<file path="src/rtl/fir_stream_driver_if.sv">
// Host/stream/FIR-side signal bundle for fir_stream_driver.
// master = host + FIR model side, slave = the driver itself.
interface fir_stream_driver_if #(
    parameter int unsigned TAP_SIZE = 3,
    parameter int unsigned X_N_SIZE = 8,
    parameter int unsigned Y_N_SIZE = 11
) ();
    logic                coef_we;
    logic [1:0]          coef_addr;
    logic [TAP_SIZE-1:0] coef_data;
    logic                cfg_start;
    logic                s_valid;
    logic [X_N_SIZE-1:0] s_data;
    logic                s_ready;
    logic [X_N_SIZE-1:0] fir_x_n;
    logic                fir_tvalid;
    logic                fir_set_coeffs;
    logic [Y_N_SIZE-1:0] fir_y_n;
    logic                m_valid;
    logic [Y_N_SIZE-1:0] m_y_n;
    logic                underrun;
    logic                busy;

    modport master (
        output coef_we, coef_addr, coef_data, cfg_start, s_valid, s_data, fir_y_n,
        input  s_ready, fir_x_n, fir_tvalid, fir_set_coeffs, m_valid, m_y_n, underrun, busy
    );

    modport slave (
        input  coef_we, coef_addr, coef_data, cfg_start, s_valid, s_data, fir_y_n,
        output s_ready, fir_x_n, fir_tvalid, fir_set_coeffs, m_valid, m_y_n, underrun, busy
    );
endinterface

</file>
<file path="src/rtl/fir_stream_driver.sv">
// Upstream driver for a serial-MAC FIR: coefficient bank + serial load, sample FIFO, result capture.
// Optional `FIR_DRV_UNDERRUN_STOP_EN: leave STREAM on underrun instead of inserting zero samples.
module fir_stream_driver #(
    parameter int unsigned TAP_SIZE      = 3,
    parameter int unsigned NBR_OF_TAPS   = 3,
    parameter int unsigned X_N_SIZE      = 8,
    parameter int unsigned Y_N_SIZE      = 11,
    parameter int unsigned FIFO_DEPTH    = 4,
    parameter int unsigned SAMPLE_PERIOD = 6
) (
    input logic                i_clk,
    input logic                i_reset,
    fir_stream_driver_if.slave io_bus
);
    localparam int unsigned PTR_W   = $clog2(FIFO_DEPTH);
    localparam int unsigned CNT_MAX = (SAMPLE_PERIOD > NBR_OF_TAPS) ? SAMPLE_PERIOD : NBR_OF_TAPS;
    localparam int unsigned CNT_W   = (CNT_MAX > 2) ? $clog2(CNT_MAX) : 1;

    localparam logic [1:0] StIdle   = 2'd0;
    localparam logic [1:0] StLoad   = 2'd1;
    localparam logic [1:0] StGap    = 2'd2;
    localparam logic [1:0] StStream = 2'd3;

    logic [1:0]          r_state, w_state_d;
    logic [CNT_W-1:0]    r_cnt, w_cnt_d;
    logic [TAP_SIZE-1:0] r_bank [NBR_OF_TAPS];
    logic [TAP_SIZE-1:0] w_bank_d [NBR_OF_TAPS];
    logic [TAP_SIZE-1:0] r_snap [NBR_OF_TAPS];
    logic [X_N_SIZE-1:0] r_mem [FIFO_DEPTH];
    logic [PTR_W-1:0]    r_wptr, r_rptr;
    logic [PTR_W:0]      r_fill;
    logic [X_N_SIZE-1:0] r_x_n;
    logic                r_m_valid;
    logic [Y_N_SIZE-1:0] r_m_y_n;
    logic                r_underrun;
    logic                r_cfg_pend;
    logic                r_first;

    logic                w_full, w_empty, w_push, w_pop;
    logic                w_boundary, w_under, w_last, w_enter_load;
    logic [X_N_SIZE-1:0] w_sample;
    logic [TAP_SIZE-1:0] w_coef;

    assign w_full       = (r_fill == (PTR_W+1)'(FIFO_DEPTH));
    assign w_empty      = (r_fill == '0);
    assign w_push       = io_bus.s_valid && !w_full;
    assign w_boundary   = (r_state == StStream) && (r_cnt == '0);
    assign w_pop        = w_boundary && !w_empty;
    assign w_under      = w_boundary && w_empty;
    assign w_last       = (r_state == StStream) && (r_cnt == CNT_W'(SAMPLE_PERIOD - 1));
    assign w_sample     = w_pop ? r_mem[r_rptr] : '0;
    assign w_enter_load = (w_state_d == StLoad) && (r_state != StLoad);

    // Bank including this cycle's write, so a write alongside cfg_start lands in the snapshot.
    always_comb begin
        for (int i = 0; i < NBR_OF_TAPS; i++) begin
            w_bank_d[i] = r_bank[i];
            if (io_bus.coef_we && (io_bus.coef_addr == 2'(i))) begin
                w_bank_d[i] = io_bus.coef_data;
            end
        end
    end

    always_comb begin
        w_state_d = r_state;
        w_cnt_d   = r_cnt;
        case (r_state)
            StIdle: begin
                w_cnt_d = '0;
                if (io_bus.cfg_start) begin
                    w_state_d = StLoad;
                end else if (!w_empty) begin
                    w_state_d = StStream;
                end
            end
            StLoad: begin
                if (r_cnt == CNT_W'(NBR_OF_TAPS - 1)) begin
                    w_state_d = StGap;
                    w_cnt_d   = '0;
                end else begin
                    w_cnt_d = r_cnt + 1'b1;
                end
            end
            StGap: begin
                if (r_cnt == CNT_W'(1)) begin
                    w_state_d = StIdle;
                    w_cnt_d   = '0;
                end else begin
                    w_cnt_d = r_cnt + 1'b1;
                end
            end
            default: begin
`ifdef FIR_DRV_UNDERRUN_STOP_EN
                if (w_under) begin
                    w_state_d = StIdle;
                    w_cnt_d   = '0;
                end else
`endif
                if (w_last) begin
                    w_cnt_d = '0;
                    if (r_cfg_pend || io_bus.cfg_start) begin
                        w_state_d = StLoad;
                    end
                end else begin
                    w_cnt_d = r_cnt + 1'b1;
                end
            end
        endcase
    end

    // Coefficient for the current load slot: bank[N-1] goes out first.
    always_comb begin
        w_coef = '0;
        for (int i = 0; i < NBR_OF_TAPS; i++) begin
            if (r_cnt == CNT_W'(NBR_OF_TAPS - 1 - i)) begin
                w_coef = r_snap[i];
            end
        end
    end

    always_ff @(posedge i_clk or negedge i_reset) begin
        if (!i_reset) begin
            r_state    <= StIdle;
            r_cnt      <= '0;
            r_wptr     <= '0;
            r_rptr     <= '0;
            r_fill     <= '0;
            r_x_n      <= '0;
            r_m_valid  <= 1'b0;
            r_m_y_n    <= '0;
            r_underrun <= 1'b0;
            r_cfg_pend <= 1'b0;
            r_first    <= 1'b0;
            for (int i = 0; i < NBR_OF_TAPS; i++) begin
                r_bank[i] <= '0;
                r_snap[i] <= '0;
            end
            for (int i = 0; i < FIFO_DEPTH; i++) begin
                r_mem[i] <= '0;
            end
        end else begin
            r_state <= w_state_d;
            r_cnt   <= w_cnt_d;
            for (int i = 0; i < NBR_OF_TAPS; i++) begin
                r_bank[i] <= w_bank_d[i];
                if (w_enter_load) begin
                    r_snap[i] <= w_bank_d[i];
                end
            end

            if (w_push) begin
                r_mem[r_wptr] <= io_bus.s_data;
                r_wptr        <= r_wptr + 1'b1;
            end
            if (w_pop) begin
                r_rptr <= r_rptr + 1'b1;
            end
            if (w_push && !w_pop) begin
                r_fill <= r_fill + 1'b1;
            end else if (!w_push && w_pop) begin
                r_fill <= r_fill - 1'b1;
            end

            if (w_boundary) begin
                r_x_n <= w_sample;
            end

            r_cfg_pend <= (r_state == StStream) && !w_last && (r_cfg_pend || io_bus.cfg_start);

            if ((r_state == StIdle) && (w_state_d == StStream)) begin
                r_first <= 1'b1;
            end else if (w_last) begin
                r_first <= 1'b0;
            end

            r_m_valid <= w_last && !r_first;
            if (w_last && !r_first) begin
                r_m_y_n <= io_bus.fir_y_n;
            end

            if (w_under) begin
                r_underrun <= 1'b1;
            end else if (io_bus.cfg_start) begin
                r_underrun <= 1'b0;
            end
        end
    end

    always_comb begin
        io_bus.fir_x_n = '0;
        if (r_state == StLoad) begin
            io_bus.fir_x_n = {{(X_N_SIZE - TAP_SIZE){w_coef[TAP_SIZE-1]}}, w_coef};
        end else if (r_state == StStream) begin
            io_bus.fir_x_n = w_boundary ? w_sample : r_x_n;
        end
    end

`ifdef FIR_DRV_UNDERRUN_STOP_EN
    assign io_bus.fir_tvalid = (r_state == StStream) && !w_under;
`else
    assign io_bus.fir_tvalid = (r_state == StStream);
`endif
    assign io_bus.fir_set_coeffs = (r_state == StLoad);
    assign io_bus.s_ready        = !w_full;
    assign io_bus.m_valid        = r_m_valid;
    assign io_bus.m_y_n          = r_m_y_n;
    assign io_bus.underrun       = r_underrun;
    assign io_bus.busy           = (r_state != StIdle);
endmodule

</file>
<file path="src/flat_wrapper.sv">
// flat-port wrapper written by rule: the top's interface ports become plain ports
module fir_stream_driver_flat 
#(
    parameter int unsigned TAP_SIZE      = 3,
    parameter int unsigned NBR_OF_TAPS   = 3,
    parameter int unsigned X_N_SIZE      = 8,
    parameter int unsigned Y_N_SIZE      = 11,
    parameter int unsigned FIFO_DEPTH    = 4,
    parameter int unsigned SAMPLE_PERIOD = 6
)
  (i_clk, i_reset, io_bus_coef_we, io_bus_coef_addr, io_bus_coef_data, io_bus_cfg_start, io_bus_s_valid, io_bus_s_data, io_bus_fir_y_n, io_bus_s_ready, io_bus_fir_x_n, io_bus_fir_tvalid, io_bus_fir_set_coeffs, io_bus_m_valid, io_bus_m_y_n, io_bus_underrun, io_bus_busy);
  fir_stream_driver_if #(.TAP_SIZE(TAP_SIZE), .X_N_SIZE(X_N_SIZE), .Y_N_SIZE(Y_N_SIZE)) io_bus_i ();
  input logic i_clk;
  input logic i_reset;
  input wire logic [$bits(io_bus_i.coef_we)-1:0] io_bus_coef_we;
  input wire logic [$bits(io_bus_i.coef_addr)-1:0] io_bus_coef_addr;
  input wire logic [$bits(io_bus_i.coef_data)-1:0] io_bus_coef_data;
  input wire logic [$bits(io_bus_i.cfg_start)-1:0] io_bus_cfg_start;
  input wire logic [$bits(io_bus_i.s_valid)-1:0] io_bus_s_valid;
  input wire logic [$bits(io_bus_i.s_data)-1:0] io_bus_s_data;
  input wire logic [$bits(io_bus_i.fir_y_n)-1:0] io_bus_fir_y_n;
  output wire logic [$bits(io_bus_i.s_ready)-1:0] io_bus_s_ready;
  output wire logic [$bits(io_bus_i.fir_x_n)-1:0] io_bus_fir_x_n;
  output wire logic [$bits(io_bus_i.fir_tvalid)-1:0] io_bus_fir_tvalid;
  output wire logic [$bits(io_bus_i.fir_set_coeffs)-1:0] io_bus_fir_set_coeffs;
  output wire logic [$bits(io_bus_i.m_valid)-1:0] io_bus_m_valid;
  output wire logic [$bits(io_bus_i.m_y_n)-1:0] io_bus_m_y_n;
  output wire logic [$bits(io_bus_i.underrun)-1:0] io_bus_underrun;
  output wire logic [$bits(io_bus_i.busy)-1:0] io_bus_busy;
  assign io_bus_i.coef_we = io_bus_coef_we;
  assign io_bus_i.coef_addr = io_bus_coef_addr;
  assign io_bus_i.coef_data = io_bus_coef_data;
  assign io_bus_i.cfg_start = io_bus_cfg_start;
  assign io_bus_i.s_valid = io_bus_s_valid;
  assign io_bus_i.s_data = io_bus_s_data;
  assign io_bus_i.fir_y_n = io_bus_fir_y_n;
  assign io_bus_s_ready = io_bus_i.s_ready;
  assign io_bus_fir_x_n = io_bus_i.fir_x_n;
  assign io_bus_fir_tvalid = io_bus_i.fir_tvalid;
  assign io_bus_fir_set_coeffs = io_bus_i.fir_set_coeffs;
  assign io_bus_m_valid = io_bus_i.m_valid;
  assign io_bus_m_y_n = io_bus_i.m_y_n;
  assign io_bus_underrun = io_bus_i.underrun;
  assign io_bus_busy = io_bus_i.busy;
  fir_stream_driver #(.TAP_SIZE(TAP_SIZE), .NBR_OF_TAPS(NBR_OF_TAPS), .X_N_SIZE(X_N_SIZE), .Y_N_SIZE(Y_N_SIZE), .FIFO_DEPTH(FIFO_DEPTH), .SAMPLE_PERIOD(SAMPLE_PERIOD)) u_core (.i_clk(i_clk), .i_reset(i_reset), .io_bus(io_bus_i));
endmodule
</file>
<file path="config.mk">
export PLATFORM = sky130hd
export DESIGN_NAME = fir_stream_driver_flat
export DESIGN_NICKNAME = d
export VERILOG_FILES = /design/src/rtl/fir_stream_driver_if.sv /design/src/rtl/fir_stream_driver.sv /design/src/flat_wrapper.sv
export SDC_FILE = /design/constraint.sdc
export NUM_CORES = 1
export LEC_CHECK = 0
export CAP_MARGIN = 10
export CORE_UTILIZATION = 49
export DETAILED_ROUTE_END_ITERATION = 10
export PLACE_DENSITY = 0.76
export SLEW_MARGIN = 20
export SYNTH_ARGS = -nofsm -noshare
export SYNTH_HDL_FRONTEND = slang
export SYNTH_SLANG_ARGS = --single-unit
export TNS_END_PERCENT = 5
</file>
<file path="constraint.sdc">
create_clock -name i_clk -period 2.3 [get_ports i_clk]
set_input_delay 0.23 -clock i_clk [delete_from_list [all_inputs] [get_ports i_clk]]
set_output_delay 0.23 -clock i_clk [all_outputs]
set_load 0.02 [all_outputs]
</file>
==> metrics.md, run 1 <==
| Metric | Value |
|---|---|
| Run status | finished clean |
| Simple-gate portion of the synthesized area | 9.35% |
| Number of antenna cells inserted | 0 |
| Relative slew slack | 64.0% |
| Max-cap violations | 0 |
| Gpl congestion | 0.790 |
| Async S/R FF share, synth | 100% |
| Wire per inst | 16.3 um |
| # nets final | 415 |
| TritonCTS clock tree | done |
| Post-synthesis instance area | 3890 um^2 |
| Starting density of the core | 50.7% |
| Filler cell count in the final layout | 600 |
| Post-synthesis xor/xnor area fraction | 1.35% |
| DIE AREA | 8310 um^2 |
| Classification of the worst setup path | flip-flop to flip-flop |
| Clk sink count | 85 |
| Cell accounting for the most synthesized area | sky130_fd_sc_hd__dfrtp_1 |
| Final clock skew | 0.00673 ns |
| Most used cells in the layout excluding fill and tap cells | sky130_fd_sc_hd__dfrtp_1, sky130_fd_sc_hd__mux2_2, sky130_fd_sc_hd__clkdlybuf4s50_1 |
| Internal Pwr Total | 4.40 mW |
| Slew at the pin closest to its max-slew limit | 0.540 ns |
| Post-synth top flop | sky130_fd_sc_hd__dfrtp_1 |
| Clock-pin transition on the worst setup and hold timing paths | 0.08 ns |
| GRT Total Usage | 21.0% |
| Fin crit share | 96.0% |
| Number of enable-type register cells in the synthesized netlist | 0 |
| Remaining routing DRC violations | 0 |
| Sequential share of power | 37.1% |
| Compound-cell area share of the yosys netlist | 5.43% |
| Maximum clock insertion buffer count | 2 |
| Logic gate share of total power | 44.6% |
| Wire length of the first global-routing pass | 13500 um |
| Psw | 2.39 mW |
| Tmin final | 2.21 ns |
| Adder-cell area share of the yosys netlist | 3.41% |
| Number of placed I/O pins | 54 |
| Number of antenna violations at the first check in global routing | 0 |
| Switching share of total power | 35.1% |
| Synthesized instance count | 301 |
| Sequential area share after synthesis | 54.6% |
| Clock latency of the later-clocked register in the worst-skew pair | 0.35 ns |
| Post-synthesis to final-layout area growth | 26.4% |
| Largest vdd supply drop | 0.000674 V |
| Number of library cell types mapped by synthesis | 36 |
| Clock buffer count from CTS | 9 |
| Leakage dissipation | 2.24 nW |
| Floorplan row count | 32 |
| Maximum number of pins on one net before global-route repair | 41 |
| DPL Wire Length | 5700 um |
| Number of standard cells in the layout, taps in and fillers out | 483 |
| H-tree level count | 3 |
| Largest family of logic cells by synthesized area | multiplexers |
| Highest achievable clock rate | 453 MHz |
| Remaining antenna violation count after routing | 0 |
| Number of synthesis warnings | 0 |
| WP data arrival | 2.48 ns |
| Clock network fraction of total power | 18.4% |
| Hold violation total from the final report | 0 |
| 1st-pass router iterations | 5 |
| Category of the worst setup path capture point | flip-flop |
| Total routed wirelength | 7890 um |
| Number of nets produced by synthesis | 340 |
| Power density over the cells | 1380 nW/um^2 |
| Power, Total | 6.79 mW |
| Path category of the worst min-delay check | input port to asynchronous set/reset pin |
| Critical-path maximum fanout | 2 |
| Buffers on Ports | 53 |
| Layout cell share with drive strength beyond 1 | 34.9% |
| Post-Synthesis Mean Instance Area | 12.9 um^2 |
| Vias in the first global route | 2809 |
| Number of setup violations in the final report | 0 |
| Die height | 91.1 um |
| Horizontal die dimension | 91.1 um |
| Data required time at the worst endpoint | 2.57 ns |
| Combined flip-flop and latch cell area | 2130 um^2 |
| Final slew viol count | 0 |
| Top post-synthesis cells by area | sky130_fd_sc_hd__dfrtp_1, sky130_fd_sc_hd__mux2_2, sky130_fd_sc_hd__mux4_2, sky130_fd_sc_hd__nand2_1, sky130_fd_sc_hd__ha_1 |
| Iteration-0 DRC count of the detailed router | 83 |
| Clock Root Buffer | sky130_fd_sc_hd__clkbuf_8 |
| Placed cells | 465 |
| Vias | 2568 |
| Core ar. | 7690 um^2 |
| Via-to-Cell Ratio | 5.32 |
| Share of the core filled with cells | 64.0% |
| Total grt overflow | 0 |
| Startpoint type of the worst setup path | flip-flop |
| Yosys top cell area share | 54.6% |
| Leading cell type in the layout, fill and taps excluded | sky130_fd_sc_hd__dfrtp_1 |
| Proportion of synthesized area in mux cells | 22.8% |
| Yosys reg bits | 85 |
| Area occupied by multi-input gates | 1690 um^2 |
-- stage by stage --
stage	TNS (ns)	instance area, um^2	hold slack [ns]	setup slack [ns]
floorplan	0	3910	-0.0656	0.00394
global placement	0	4670	0.241	0.0330
detailed placement	-0.0273	4670	0.248	-0.0273
CTS	-0.0139	4930	0.408	-0.00740
global route	-0.0233	4920	0.429	-0.0233
finish	0	4920	0.392	0.0917
-- path summary, 6_finish.rpt --
kind	startpoint	endpoint	slack (ns)	cells past startpoint
max in group asynchronous	i_reset	u_core.r_bank[2]	1.27	3
worst max-delay path	u_core.r_fill[1]	u_core.r_fill[2]	0.09	9
worst max register to register	u_core.r_fill[1]	u_core.r_fill[2]	0.09	9
worst min register to register	u_core.r_x_n[1]	u_core.r_x_n[1]	0.48	2
min in group i_clk	u_core.r_x_n[1]	u_core.r_x_n[1]	0.48	2
worst min-delay path	i_reset	u_core.io_bus.m_valid	0.39	2
-- Yosys cell counts (3+ instances only) --
cell type	n
sky130_fd_sc_hd__nand2_1	40
sky130_fd_sc_hd__a211o_1	4
sky130_fd_sc_hd__a21oi_1	6
sky130_fd_sc_hd__buf_2	6
sky130_fd_sc_hd__o21ai_0	8
sky130_fd_sc_hd__xor2_1	3
sky130_fd_sc_hd__a221oi_1	3
sky130_fd_sc_hd__nand3_1	13
sky130_fd_sc_hd__mux2_2	63
sky130_fd_sc_hd__mux4_2	8
sky130_fd_sc_hd__ha_1	9
sky130_fd_sc_hd__nor2b_1	3
sky130_fd_sc_hd__xnor2_1	3
sky130_fd_sc_hd__dfrtp_1	85
sky130_fd_sc_hd__nand2_2	4
sky130_fd_sc_hd__inv_1	12
sky130_fd_sc_hd__nor2_1	5
-- critical path, stage by stage (launching register included) --
cell and delay, ns:
sky130_fd_sc_hd__dfrtp_1 0.39, sky130_fd_sc_hd__or3_4 0.39, sky130_fd_sc_hd__nor2b_2 0.17, sky130_fd_sc_hd__inv_1 0.09, sky130_fd_sc_hd__ha_2 0.21, sky130_fd_sc_hd__inv_1 0.07
sky130_fd_sc_hd__fa_1 0.38, sky130_fd_sc_hd__xor2_1 0.17, sky130_fd_sc_hd__nor2_1 0.11, sky130_fd_sc_hd__xor2_1 0.15
-- timing repair --
item | 4_1_cts | 5_1_grt
gates resized for setup | 27 | 13
setup endpoints to repair | 9 | 10
hold buffers | 1 | 0
hold endpoints to repair | 38 | 0
setup buffers | 1 | 0
pin swaps | 1 | 1
cloned | 0 | 0
-- metal layers --
layer  GRT usage (%)  part of all wire [%]  vias up
met5               0                     0        -
met4            8.99                   2.4        0
met3            4.36                   3.2       17
met2            35.8                    53       44
met1            25.9                    42     1298
li1                -                     -     1209
-- registers in the layout, indices dropped and copies added (netlist names), 3 cells and up --
register / count
u_core.r_snap: 9
u_core.r_mem: 32
u_core.io_bus.m_y_n: 11
u_core.r_fill: 3
u_core.r_x_n: 8
u_core.r_cnt: 3
u_core.r_bank: 9
-- cell type report --
class / count / share of cell area (%)
clock buffers: 10 / 2.59
clock inverters: 6 / 2.26
inverters: 12 / 0.915
multi-input cells: 192 / 34.4
flip-flops and latches: 85 / 43.2
well taps: 102 / 2.59
repair buffers: 76 / 14.0
-- kinds of logic after synthesis --
| family | count (synthesis) |
|---|---|
| multiplexers | 71 |
| AND/OR/NAND/NOR | 76 |
| buffers and inverters | 24 |
| AO/OA/AOI/OAI | 29 |
| flip-flops | 85 |
| adder cells (fa/ha/maj) | 10 |
| XOR/XNOR | 6 |
-- power groups by stage --
stage	combinational, mW	clock [mW]	sequential [mW]
floorplan	2.04	0	2.44
detailed placement	3.09	0	2.54
global route	3.30	1.33	2.59
CTS	3.06	1.27	2.51
global placement	2.99	0	2.50
finish	3.03	1.25	2.52
Power figures use the tool's default switching activity.
==> run 2: changes to the inputs <==
--- a/config.mk
+++ b/config.mk
@@ -6,9 +6,12 @@
 export NUM_CORES = 1
 export LEC_CHECK = 0
 export CAP_MARGIN = 10
-export CORE_UTILIZATION = 49
+export CELL_PAD_IN_SITES_DETAIL_PLACEMENT = 1
+export CELL_PAD_IN_SITES_GLOBAL_PLACEMENT = 1
+export CORE_ASPECT_RATIO = 0.5
+export CORE_UTILIZATION = 40
 export DETAILED_ROUTE_END_ITERATION = 10
-export PLACE_DENSITY = 0.76
+export PLACE_DENSITY_LB_ADDON = 0.1
 export SLEW_MARGIN = 20
 export SYNTH_ARGS = -nofsm -noshare
 export SYNTH_HDL_FRONTEND = slang
==> run 2 against run 1 <==
  * Cell count is 7.5% higher
  * Sequential share of layout area is 1.1 points lower
  * First-iteration DRC count is 8.4% lower
  * Worst hold slack better by 0.072 ns
  * Power is 5.5% higher
  * Combinational power is 5% higher
  * Core utilization is 11 points lower
  * Worst setup slack worse by 0.078 ns
==> metrics.md, run 2 (synthesis gave the netlist of run 1 again) <==
| Metric | Value |
|---|---|
| Number of placed I/O pins | 54 (unchanged) |
| WP data arrival | 2.51 ns (+0.03 ns) |
| Critical-path maximum fanout | 3 (+1) |
| Post-synthesis to final-layout area growth | 29.6% |
| Remaining routing DRC violations | 0 (unchanged) |
| Total grt overflow | 0 (unchanged) |
| Setup repair after global routing missed its margin | true |
| Number of buffer and inverter instances along the worst setup path | 4 (+2) |
| Layout cell share with drive strength beyond 1 | 34.6% (-0.27 points) |
| Leakage dissipation | 2.28 nW (+2.1%) |
| Final clock skew | 0.00779 ns (+0.00106 ns) |
| Met3 usage | 5.41% (+1.1 points) |
| Smallest setup slack after layout | 0.0136 ns (-0.0781 ns) |
| Wire per inst | 17.8 um (+9.0%) |
| Clock Root Buffer | sky130_fd_sc_hd__clkbuf_16 |
| Cell chain of the critical path | inv_1 -> ha_2 -> nand4b_4 -> nor2b_1 -> buf_4 -> inv_1 -> ha_1 -> inv_1 -> fa_1 -> mux2_2 |
| R2R Path Start | u_core.r_cnt[1] |
| TritonCTS clock tree | done |
| Maximum number of pins on one net before global-route repair | 50 (+22%) |
| Sequential share of power | 35.6% (-1.5 points) |
| Fin crit share | 99.4% (+3.4 points) |
| Hold violation total from the final report | 0 (unchanged) |
| Clk sink count | 85 (unchanged) |
| # nets final | 418 (+0.72%) |
| Slew at the pin closest to its max-slew limit | 0.678 ns (+0.139 ns) |
| Placed cells | 498 (+7.1%) |
| Core ar. | 9450 um^2 (+23%) |
| Startpoint type of the worst setup path | flip-flop |
| Max-cap violations | 0 (unchanged) |
| Clock latency of the later-clocked register in the worst-skew pair | 0.34 ns (about the same) |
| Clock buffer count from CTS | 9 (unchanged) |
| Data required time at the worst endpoint | 2.52 ns (-0.05 ns) |
| Standard cell with the maximum stage delay on the critical path | sky130_fd_sc_hd__dfrtp_1 |
| Path category of the worst min-delay check | input port to asynchronous set/reset pin |
| R2R depth | 10 (+1) |
| Clock network fraction of total power | 20.2% (+1.8 points) |
| Logic gate share of total power | 44.2% (-0.4 points) |
| Vias in the first global route | 2854 (+1.6%) |
| Most used cells in the layout excluding fill and tap cells | sky130_fd_sc_hd__dfrtp_1, sky130_fd_sc_hd__mux2_2, sky130_fd_sc_hd__clkdlybuf4s50_1 |
| Worst flop-to-flop path endpoint | u_core.r_fill[1] |
| Iteration-0 DRC count of the detailed router | 76 (-8.4%) |
| Category of the worst setup path capture point | flip-flop |
| Largest vdd supply drop | 0.000573 V (-15%) |
| H-tree level count | 3 (unchanged) |
| Highest achievable clock rate | 437 MHz (-3.4%) |
| Met1 capacity usage during global routing | 25.7% (-0.20 points) |
| Leading cell type in the layout, fill and taps excluded | sky130_fd_sc_hd__dfrtp_1 |
| Final slew viol count | 0 (unchanged) |
| Clock-pin transition on the worst setup and hold timing paths | 0.06 ns (-0.02 ns) |
| Number of standard cells in the layout, taps in and fillers out | 519 (+7.5%) |
| Max FFs per register | 32 (unchanged) |
| Die height | 71.8 um (-21%) |
| Total routed wirelength | 9240 um (+17%) |
| Place WS | -0.0354 ns (-0.00819 ns) |
| Power, Total | 7.17 mW (+5.5%) |
| Setup TNS Final | 0 ns (unchanged) |
| Max incr delay on CP | 0.41 ns (+0.02 ns) |
| Gpl congestion | 0.809 (+2.4%) |
| DIE AREA | 10200 um^2 (+22%) |
| Launching instance or port of the critical path | u_core.r_cnt[1] |
| Classification of the worst setup path | flip-flop to flip-flop |
| Vias | 2603 (+1.4%) |
| Setup slack, reg-to-reg | 0.01 ns (-0.08 ns) |
| Maximum clock insertion buffer count | 2 (unchanged) |
| Via-to-Cell Ratio | 5.02 (-5.7%) |
| Psw | 2.58 mW (+8.3%) |
| Relative slew slack | 54.8% (-9.2 points) |
| Horizontal die dimension | 142 um (+55%) |
| GRT Total Usage | 20.1% (-0.90 points) |
| Number of antenna violations at the first check in global routing | 0 (unchanged) |
| Number of antenna cells inserted | 0 (unchanged) |
| Buffers on Ports | 53 (unchanged) |
| Power density over the cells | 1420 nW/um^2 (+2.9%) |
| Number of setup violations in the final report | 0 (unchanged) |
| Remaining antenna violation count after routing | 0 (unchanged) |
| Starting density of the core | 41.2% (-9.4 points) |
| Global Route met2 Usage | 33.9% (-1.9 points) |
| 1st-pass router iterations | 4 (-1) |
| DPL Wire Length | 6700 um (+18%) |
| Tmin final | 2.29 ns (+0.0781 ns) |
| Largest Register | u_core.r_mem |
| Wire length of the first global-routing pass | 15100 um (+12%) |
| Global route hottest layer | met2 |
| Run status | finished clean |
| Internal Pwr Total | 4.58 mW (+4.0%) |
| Floorplan row count | 25 (-22%) |
| Switching share of total power | 36.1% (+0.93 points) |
| Hold Worst Slack | 0.464 ns (+0.0717 ns) |
| Top delay family on crit path | adder cells |
| Critical path's most frequent cell | sky130_fd_sc_hd__inv_1 |
| Filler cell count in the final layout | 987 (+65%) |
## run 2: cell types whose count changed in the layout (fill, tap and decap cells not counted), sizes merged
cell and change:
clkinvlp -1, buf +4, clkbuf -2, bufinv -2, clkinv +3, inv +1
## run 2: power by group through the flow
stage,registers (mW),logic (mW),clock network (mW)
2_1_floorplan,2.44,2.04,0
3_3_place_gp,2.50,3.03,0
3_5_place_dp,2.57,3.17,0
4_1_cts,2.55,3.14,1.48
5_1_grt,2.64,3.45,1.54
6_report,2.55,3.17,1.45
## run 2: timing repair
action	4_1_cts	5_1_grt
buffers inserted	1	3
endpoints found under the setup margin	10	8
pin swaps	1	0
gates resized for setup	33	4
hold buffers	1	0
endpoints found under the hold margin	47	0
## run 2: area by class of cell
class	instances	area, um^2	area share, %
sequential	85	2130	42.2
multi-input combinational	192	1680	33.3
timing repair buffer	79	723	14.3
clock buffer	9	225	4.46
tap	135	169	3.35
clock inverter	7	75.1	1.49
inverter	12	45.0	0.893
## run 2: routing by layer
metal  share of wire (%)  vias to the layer above  wire length (um)
met5                   0                        -                 0
met4                0.79                        0                73
met3                 2.7                        6               249
met2                  50                       33              4650
met1                  46                     1351              4270
li1                    -                     1213                 -
## run 2: worst max-delay path by stage
stage,slack (ns),depth (start not counted),end
after global placement,0.04,8,u_core.r_fill[2]
final,0.01,10,u_core.r_fill[1]
after floorplan,0.004,11,u_core.r_fill[1]
after CTS,-0.02,10,u_core.r_fill[1]
after detailed placement,-0.04,7,io_bus_fir_x_n[5]
after global routing,-0.10,10,u_core.r_fill[1]
## run 2: stage by stage
stage          cell area, um^2  util, %
2_1_floorplan             3910        -
3_3_place_gp              4710     49.9
3_5_place_dp              4710     49.9
4_1_cts                   5010     53.1
5_1_grt                   5050     53.4
6_report                  5050     53.4
